[src/rtl/cov_pkg.sv]
// Shared definitions for the covariance accumulator.
//   DW_DEF / N_LOG2_DEF : default product width and log2 frame length
//   NTERM               : number of unique covariance terms (upper triangle of 4x4)
//   accw()              : accumulator width needed to sum a full frame without overflow
//   state_t             : frame FSM states
package cov_pkg;

  localparam int DW_DEF     = 16;
  localparam int N_LOG2_DEF = 7;
  localparam int NTERM      = 10;

  // A frame of 2^n products of dw bits needs n extra bits of headroom.
  function automatic int accw(input int dw, input int n);
    return dw + n;
  endfunction

  typedef enum logic [1:0] {
    IDLE = 2'd0,
    ACC  = 2'd1,
    DONE = 2'd2
  } state_t;

endpackage

[src/rtl/cov_accum_if.sv]
// Sample/result bus of the covariance accumulator.
//   master : producer/consumer side -- drives in_valid, X*, out_ready
//   slave  : accumulator side       -- drives in_ready, out_valid, C*, sample_cnt
interface cov_accum_if
  import cov_pkg::*;
#(
  parameter int DW     = DW_DEF,
  parameter int N_LOG2 = N_LOG2_DEF
);

  logic                    in_valid;
  logic                    in_ready;
  logic signed [DW-1:0]    X1X1, X1X2, X1X3, X1X4, X2X2, X2X3, X2X4, X3X3, X3X4, X4X4;
  logic                    out_valid;
  logic                    out_ready;
  logic signed [DW-1:0]    C11, C12, C13, C14, C22, C23, C24, C33, C34, C44;
  logic [N_LOG2-1:0]       sample_cnt;

  modport master (
    output in_valid, X1X1, X1X2, X1X3, X1X4, X2X2, X2X3, X2X4, X3X3, X3X4, X4X4, out_ready,
    input  in_ready, out_valid, C11, C12, C13, C14, C22, C23, C24, C33, C34, C44, sample_cnt
  );

  modport slave (
    input  in_valid, X1X1, X1X2, X1X3, X1X4, X2X2, X2X3, X2X4, X3X3, X3X4, X4X4, out_ready,
    output in_ready, out_valid, C11, C12, C13, C14, C22, C23, C24, C33, C34, C44, sample_cnt
  );

endinterface

[src/rtl/cov_acc_lane.sv]
// One covariance lane: frame accumulator, scale-by-frame-length and held output.
//   clk, rst_n : clock, asynchronous active-low reset
//   clear      : zero the accumulator (frame abort or result consumed)
//   add_en     : add product into the accumulator
//   last       : this add completes the frame; load the scaled result
//   product    : signed product input (DW bits)
//   cov        : signed covariance term, held until the next frame completes
// Build option: COV_ROUND_EN selects round-half-up instead of floor scaling.
module cov_acc_lane
  import cov_pkg::*;
#(
  parameter int DW     = DW_DEF,
  parameter int N_LOG2 = N_LOG2_DEF
) (
  input  logic                 clk,
  input  logic                 rst_n,
  input  logic                 clear,
  input  logic                 add_en,
  input  logic                 last,
  input  logic signed [DW-1:0] product,
  output logic signed [DW-1:0] cov
);

  localparam int ACCW = accw(DW, N_LOG2);

  logic signed [ACCW-1:0] acc_p0;
  logic signed [ACCW-1:0] sum;
  logic signed [DW-1:0]   cov_p1;

  // Divide by the frame length. The rounding offset is below 2^N_LOG2, so
  // the result still lands inside the DW range.
  function automatic logic signed [DW-1:0] scale(input logic signed [ACCW-1:0] s);
    logic signed [ACCW-1:0] t;
`ifdef COV_ROUND_EN
    t = s + $signed(ACCW'(1) << (N_LOG2 - 1));
`else
    t = s;
`endif
    t = t >>> N_LOG2;
    return t[DW-1:0];
  endfunction

  assign sum = acc_p0 + $signed({{N_LOG2{product[DW-1]}}, product});

  // Stage p0: accumulate; stage p1: scaled result register
  always_ff @(posedge clk or negedge rst_n) begin
    if (!rst_n) begin
      acc_p0 <= '0;
      cov_p1 <= '0;
    end else begin
      if (clear)       acc_p0 <= '0;
      else if (add_en) acc_p0 <= sum;
      if (last)        cov_p1 <= scale(sum);
    end
  end

  assign cov = cov_p1;

endmodule

[src/rtl/cov_accum.sv]
// Covariance accumulator: sums the ten centred-sample products over a frame
// of 2^N_LOG2 accepted samples and presents the scaled upper triangle of the
// 4x4 covariance matrix under a valid/ready handshake.
//   clk   : clock
//   rst_n : asynchronous active-low reset
//   clr   : synchronous frame abort (clears accumulators/count, back to IDLE)
//   bus   : cov_accum_if.slave -- in_valid/in_ready + X*, out_valid/out_ready + C*, sample_cnt
// Build option: COV_ROUND_EN (see cov_acc_lane) selects round-half-up scaling.
module cov_accum
  import cov_pkg::*;
#(
  parameter int DW     = DW_DEF,
  parameter int N_LOG2 = N_LOG2_DEF
) (
  input  logic        clk,
  input  logic        rst_n,
  input  logic        clr,
  cov_accum_if.slave  bus
);

  localparam logic [N_LOG2-1:0] CNT_LAST = '1;

  state_t              state_q, state_d;
  logic [N_LOG2-1:0]   cnt_q, cnt_d;
  logic                accept;
  logic                lane_clear, lane_add, lane_last;
  logic signed [DW-1:0] prod [NTERM];
  logic signed [DW-1:0] cov  [NTERM];

  // in_ready depends on state only, never on out_ready.
  assign bus.in_ready   = (state_q != DONE);
  assign bus.out_valid  = (state_q == DONE);
  assign bus.sample_cnt = cnt_q;
  assign accept         = bus.in_valid && bus.in_ready;

  always_comb begin
    state_d    = state_q;
    cnt_d      = cnt_q;
    lane_clear = 1'b0;
    lane_add   = 1'b0;
    lane_last  = 1'b0;
    if (clr) begin
      // Abort wins in every state; a same-cycle sample is dropped.
      state_d    = IDLE;
      cnt_d      = '0;
      lane_clear = 1'b1;
    end else begin
      case (state_q)
        IDLE: begin
          if (accept) begin
            lane_add = 1'b1;
            cnt_d    = N_LOG2'(1);
            state_d  = ACC;
          end
        end
        ACC: begin
          if (accept) begin
            lane_add = 1'b1;
            cnt_d    = cnt_q + N_LOG2'(1);   // wraps to 0 on the frame's last sample
            if (cnt_q == CNT_LAST) begin
              lane_last = 1'b1;
              state_d   = DONE;
            end
          end
        end
        DONE: begin
          if (bus.out_ready) begin
            state_d    = IDLE;
            lane_clear = 1'b1;
          end
        end
        default: state_d = IDLE;
      endcase
    end
  end

  always_ff @(posedge clk or negedge rst_n) begin
    if (!rst_n) begin
      state_q <= IDLE;
      cnt_q   <= '0;
    end else begin
      state_q <= state_d;
      cnt_q   <= cnt_d;
    end
  end

  assign prod[0] = bus.X1X1;
  assign prod[1] = bus.X1X2;
  assign prod[2] = bus.X1X3;
  assign prod[3] = bus.X1X4;
  assign prod[4] = bus.X2X2;
  assign prod[5] = bus.X2X3;
  assign prod[6] = bus.X2X4;
  assign prod[7] = bus.X3X3;
  assign prod[8] = bus.X3X4;
  assign prod[9] = bus.X4X4;

  for (genvar i = 0; i < NTERM; i++) begin : g_lane
    cov_acc_lane #(
      .DW     (DW),
      .N_LOG2 (N_LOG2)
    ) u_lane (
      .clk     (clk),
      .rst_n   (rst_n),
      .clear   (lane_clear),
      .add_en  (lane_add),
      .last    (lane_last),
      .product (prod[i]),
      .cov     (cov[i])
    );
  end

  assign bus.C11 = cov[0];
  assign bus.C12 = cov[1];
  assign bus.C13 = cov[2];
  assign bus.C14 = cov[3];
  assign bus.C22 = cov[4];
  assign bus.C23 = cov[5];
  assign bus.C24 = cov[6];
  assign bus.C33 = cov[7];
  assign bus.C34 = cov[8];
  assign bus.C44 = cov[9];

endmodule

[src/flat_wrapper.sv]
// flat-port wrapper written by rule: the top's interface ports become plain ports
module cov_accum_flat import cov_pkg::*;
#(
  parameter int DW     = DW_DEF,
  parameter int N_LOG2 = N_LOG2_DEF
)
  (clk, rst_n, clr, bus_in_valid, bus_X1X1, bus_X1X2, bus_X1X3, bus_X1X4, bus_X2X2, bus_X2X3, bus_X2X4, bus_X3X3, bus_X3X4, bus_X4X4, bus_out_ready, bus_in_ready, bus_out_valid, bus_C11, bus_C12, bus_C13, bus_C14, bus_C22, bus_C23, bus_C24, bus_C33, bus_C34, bus_C44, bus_sample_cnt);
  cov_accum_if #(.DW(DW), .N_LOG2(N_LOG2)) bus_i ();
  input  logic clk;
  input  logic rst_n;
  input  logic clr;
  input wire logic [$bits(bus_i.in_valid)-1:0] bus_in_valid;
  input wire logic [$bits(bus_i.X1X1)-1:0] bus_X1X1;
  input wire logic [$bits(bus_i.X1X2)-1:0] bus_X1X2;
  input wire logic [$bits(bus_i.X1X3)-1:0] bus_X1X3;
  input wire logic [$bits(bus_i.X1X4)-1:0] bus_X1X4;
  input wire logic [$bits(bus_i.X2X2)-1:0] bus_X2X2;
  input wire logic [$bits(bus_i.X2X3)-1:0] bus_X2X3;
  input wire logic [$bits(bus_i.X2X4)-1:0] bus_X2X4;
  input wire logic [$bits(bus_i.X3X3)-1:0] bus_X3X3;
  input wire logic [$bits(bus_i.X3X4)-1:0] bus_X3X4;
  input wire logic [$bits(bus_i.X4X4)-1:0] bus_X4X4;
  input wire logic [$bits(bus_i.out_ready)-1:0] bus_out_ready;
  output wire logic [$bits(bus_i.in_ready)-1:0] bus_in_ready;
  output wire logic [$bits(bus_i.out_valid)-1:0] bus_out_valid;
  output wire logic [$bits(bus_i.C11)-1:0] bus_C11;
  output wire logic [$bits(bus_i.C12)-1:0] bus_C12;
  output wire logic [$bits(bus_i.C13)-1:0] bus_C13;
  output wire logic [$bits(bus_i.C14)-1:0] bus_C14;
  output wire logic [$bits(bus_i.C22)-1:0] bus_C22;
  output wire logic [$bits(bus_i.C23)-1:0] bus_C23;
  output wire logic [$bits(bus_i.C24)-1:0] bus_C24;
  output wire logic [$bits(bus_i.C33)-1:0] bus_C33;
  output wire logic [$bits(bus_i.C34)-1:0] bus_C34;
  output wire logic [$bits(bus_i.C44)-1:0] bus_C44;
  output wire logic [$bits(bus_i.sample_cnt)-1:0] bus_sample_cnt;
  assign bus_i.in_valid = bus_in_valid;
  assign bus_i.X1X1 = bus_X1X1;
  assign bus_i.X1X2 = bus_X1X2;
  assign bus_i.X1X3 = bus_X1X3;
  assign bus_i.X1X4 = bus_X1X4;
  assign bus_i.X2X2 = bus_X2X2;
  assign bus_i.X2X3 = bus_X2X3;
  assign bus_i.X2X4 = bus_X2X4;
  assign bus_i.X3X3 = bus_X3X3;
  assign bus_i.X3X4 = bus_X3X4;
  assign bus_i.X4X4 = bus_X4X4;
  assign bus_i.out_ready = bus_out_ready;
  assign bus_in_ready = bus_i.in_ready;
  assign bus_out_valid = bus_i.out_valid;
  assign bus_C11 = bus_i.C11;
  assign bus_C12 = bus_i.C12;
  assign bus_C13 = bus_i.C13;
  assign bus_C14 = bus_i.C14;
  assign bus_C22 = bus_i.C22;
  assign bus_C23 = bus_i.C23;
  assign bus_C24 = bus_i.C24;
  assign bus_C33 = bus_i.C33;
  assign bus_C34 = bus_i.C34;
  assign bus_C44 = bus_i.C44;
  assign bus_sample_cnt = bus_i.sample_cnt;
  cov_accum #(.DW(DW), .N_LOG2(N_LOG2)) u_core (.clk(clk), .rst_n(rst_n), .clr(clr), .bus(bus_i));
endmodule
[config.mk]
export PLATFORM = sky130hd
export DESIGN_NAME = cov_accum_flat
export DESIGN_NICKNAME = d
export VERILOG_FILES = /design/src/rtl/cov_pkg.sv /design/src/rtl/cov_accum_if.sv /design/src/rtl/cov_acc_lane.sv /design/src/rtl/cov_accum.sv /design/src/flat_wrapper.sv
export SDC_FILE = /design/constraint.sdc
export NUM_CORES = 1
export LEC_CHECK = 0
export CAP_MARGIN = 20
export CORE_MARGIN = 4
export CORE_UTILIZATION = 51
export DETAILED_ROUTE_END_ITERATION = 12
export GPL_ROUTABILITY_DRIVEN = 0
export GPL_TIMING_DRIVEN = 0
export PLACE_DENSITY = 0.83
export SLEW_MARGIN = 30
export SYNTH_ARGS = -nofsm -noshare
export SYNTH_HDL_FRONTEND = slang
export SYNTH_SLANG_ARGS = --single-unit
[constraint.sdc]
create_clock -name clk -period 2.7 [get_ports clk]
set_input_delay 0.405 -clock clk [delete_from_list [all_inputs] [get_ports clk]]
set_output_delay 0.405 -clock clk [all_outputs]
set_load 0.05 [all_outputs]
==> impl_metrics.toml <==
[detailed_routing]
viasPerCell = 6.11
vias = 22800
wirelength_um = 80100
drt-pass1-iter-count = 5
ant_nets = 0
routedWlPerCell_um = 21.4
detail_route.iter0.violations = 1799
drc = 0

[synth]
synth-simple-area-share = 0.131
synth_edf_count = 0
synthArstFlopShare = 1.00
synthMuxAreaShare = 0.0257
synth_top_family_by_area = "compound AO/OA/AOI/OAI gates"
synth_adder_area_share = 0.120
synth_nets = 2991
synth-compound-area-share = 0.227
syn_avg_cell_area_um2 = 9.56
synth_cell_types = 82
netlist_area_um2 = 24800
yosysSeqAreaShare = 0.403
ys_ff_latch = 399
synthCells = 2595
ys.flop_type = "dfrtp_1"
ys_warn_count = 0
synth_xor_area_frac = 0.0703

[final_layout]
nets = 3477
final_common_cell = "nand2_1"
drive_gt1_frac = 0.155
area_delta_synth_final_pct = 31.9
stdcell_count = 3735
layout_common_cells = "nand2_1 (433), dfrtp_1 (398), clkdlybuf4s50_1 (323)"

[cts]
clock_latency_ns = 0.58
cts_buffers = 46
cts_htree_levels = 2
cts_root_buf = "clkbuf_16"
clock_sinks = 399
path_clk_slew_ns = 0.06
cts_tree = "done"
cts.path.max_buffers = 3

[die]
io_pins = 334
start_util = 0.517
rows = 80
die-area_um2 = 52200
die_y_um = 229
dieWidth_um = 229
core-area_um2 = 47900

[critical_path]
crit_chain = "ha_4, fa_2, a21oi_4, o22ai_2, o41a_1, a21o_1, nor2b_2, nor2_2, a221o_1, xor2_2, mux2_4"
ff2ff_setup_slack_ns = -0.29
path_delay_family = "compound AO/OA/AOI/OAI gates"
max_stage_delay_ns = 0.41
critical_path_class = "register to register"
crit_arrival_ns = 3.44
critPathCaptureType = "register"
cp.required_ns = 3.15
worst_path_max_delay_cell = "dfrtp_1"
path_max_fanout = 3
crit_buf_inv = 0
crit_path_start_kind = "register"

[timing]
drv_slew = 0
tightest_slew_ns = 0.973
whs_ns = 0.318
fmax_ghz = 0.335
final.setup.worst_slack_ns = -0.289
clock_skew_ns = 0.0172
tns_ns = -3.05
rsz0062_at_grt = "yes"
relSlewSlack = 0.351
hold_viol = 0
min_period_ns = 2.99
period_share = 1.11
setup_viol = 36

[global_route]
grt_pass1_wl_um = 122000
first_global_vias = 23100
grt_max_degree = 83
grtUsageTotal = 0.285
antenna_found_initial = 14
grt.overflow.total = 0

[power_and_ir_drop]
vdd_drop_max_v = 0.000463
leakage_nw = 15.7
power_per_cell_area_nw_per_um2 = 637

[place]
place_hpwl_um = 55400
dp.cells = 3549
io_buffer_count = 333

[run]
maxCapViolations = 0

[status]
violations = "setup timing"
status = "finished with violations"

[min_path]
hp-class = "input port to async pin"
through the flow:
step | setup slack (ns) | util | power (mW) | area [um^2]
3_5_place_dp | -1.68 | 0.607 | 13.2 | 29100
3_3_place_gp | -16.35 | 0.604 | 12.9 | 28900
2_1_floorplan | -0.0740 | - | 11.6 | 24800
4_1_cts | -0.198 | 0.656 | 20.1 | 31400
5_1_grt | -0.344 | 0.682 | 21.9 | 32700
6_report | -0.289 | 0.682 | 20.8 | 32700
cell families (layout without fill, tap and decap cells):
| logic type | Yosys count | after routing |
|---|---|---|
| AO/OA/AOI/OAI | 813 | 813 |
| multiplexers | 57 | 57 |
| XOR/XNOR | 199 | 199 |
| adder cells (fa/ha/maj) | 231 | 231 |
| flip-flops | 399 | 399 |
| other | 0 | 8 |
| buffers and inverters | 151 | 668 |
| AND/OR/NAND/NOR | 745 | 745 |
per-layer routing:
layer,part of all wire,global-route usage,vias to the layer above
li1,-,-,10400
met1,0.41,0.361,11200
met2,0.47,0.473,968
met3,0.070,0.0602,287
met4,0.050,0.129,12
met5,0.0010,0,-
final cells by class:
cell class              count  area (um^2)
multi-input cells        2045        15500
fillers                  3391        15200
flip-flops and latches    399         9990
repair buffers            441         4310
clock buffers              63         1310
well taps                 615          769
plain buffers             103          455
clock inverters            16          209
inverters                  45          169
diodes                      8         20.0
synthesized netlist by cell type (all sizes together) (12+ instances only):
cell    instances  area share
mux2           51       0.023
nor3           23      0.0046
or3            12      0.0030
o31ai          12      0.0042
nor2          106       0.016
o21a           25      0.0076
dfrtp         399        0.40
nor2b          26      0.0067
inv            44      0.0067
nand3          51       0.010
buf            21      0.0040
a21oi         190       0.039
a21o           94       0.028
a31oi          18      0.0045
o21ai         166       0.034
a22o          172       0.061
o21bai         19      0.0058
xnor2         126       0.045
nand2         436       0.066
clkbuf         85       0.013
o211ai         15      0.0045
xor2           73       0.026
ha            221        0.11
a211oi         15      0.0045
nand4          19      0.0048
nand2b         28      0.0071
flip-flops by register name, summed over array words and instances, names as in the netlist:
signal / cells
u_core.state_q: 2
u_core.g_lane.u_lane.acc_p0: 230
u_core.bus.sample_cnt: 7
u_core.g_lane.u_lane.cov: 160
repair_timing:
action / in CTS / in global routing
pin swaps: 63 / 119
resized for setup: 107 / 191
endpoints found under the hold margin: 41 / 0
hold buffers: 1 / 0
setup buffers: 49 / 55
endpoints found under the setup margin: 386 / 191
final timing paths:
kind / depth (start not counted) / start / endpoint
max: 11 / u_core.g_lane[0].u_lane.acc_p0[0] / u_core.g_lane[0].u_lane.cov[13]
min: 2 / rst_n / u_core.g_lane[5].u_lane.acc_p0[11]
max reg2reg: 11 / u_core.g_lane[0].u_lane.acc_p0[0] / u_core.g_lane[0].u_lane.cov[13]
min reg2reg: 2 / u_core.g_lane[8].u_lane.cov[2] / u_core.g_lane[8].u_lane.cov[2]
max in group asynchronous: 4 / rst_n / u_core.g_lane[8].u_lane.cov[11]
min in group clk: 2 / u_core.g_lane[8].u_lane.cov[2] / u_core.g_lane[8].u_lane.cov[2]
worst reg2reg max path, stage by stage (launching register included):
cell     delay [ns]
dfrtp_1        0.41
ha_4           0.18
fa_2           0.36
a21oi_4        0.16
o22ai_2        0.12
o41a_1         0.34
a21o_1         0.23
nor2b_2        0.21
nor2_2         0.08
a221o_1        0.35
xor2_2         0.17
mux2_4         0.26
where the power goes:
group | total (mW) | internal [mW] | switching, mW
combinational | 7.45 | 3.32 | 4.13
clock | 6.43 | 3.84 | 2.59
sequential | 6.94 | 6.54 | 0.403
total | 20.8 | 13.7 | 7.12
Note: power is estimated with default switching activity, not from simulation.
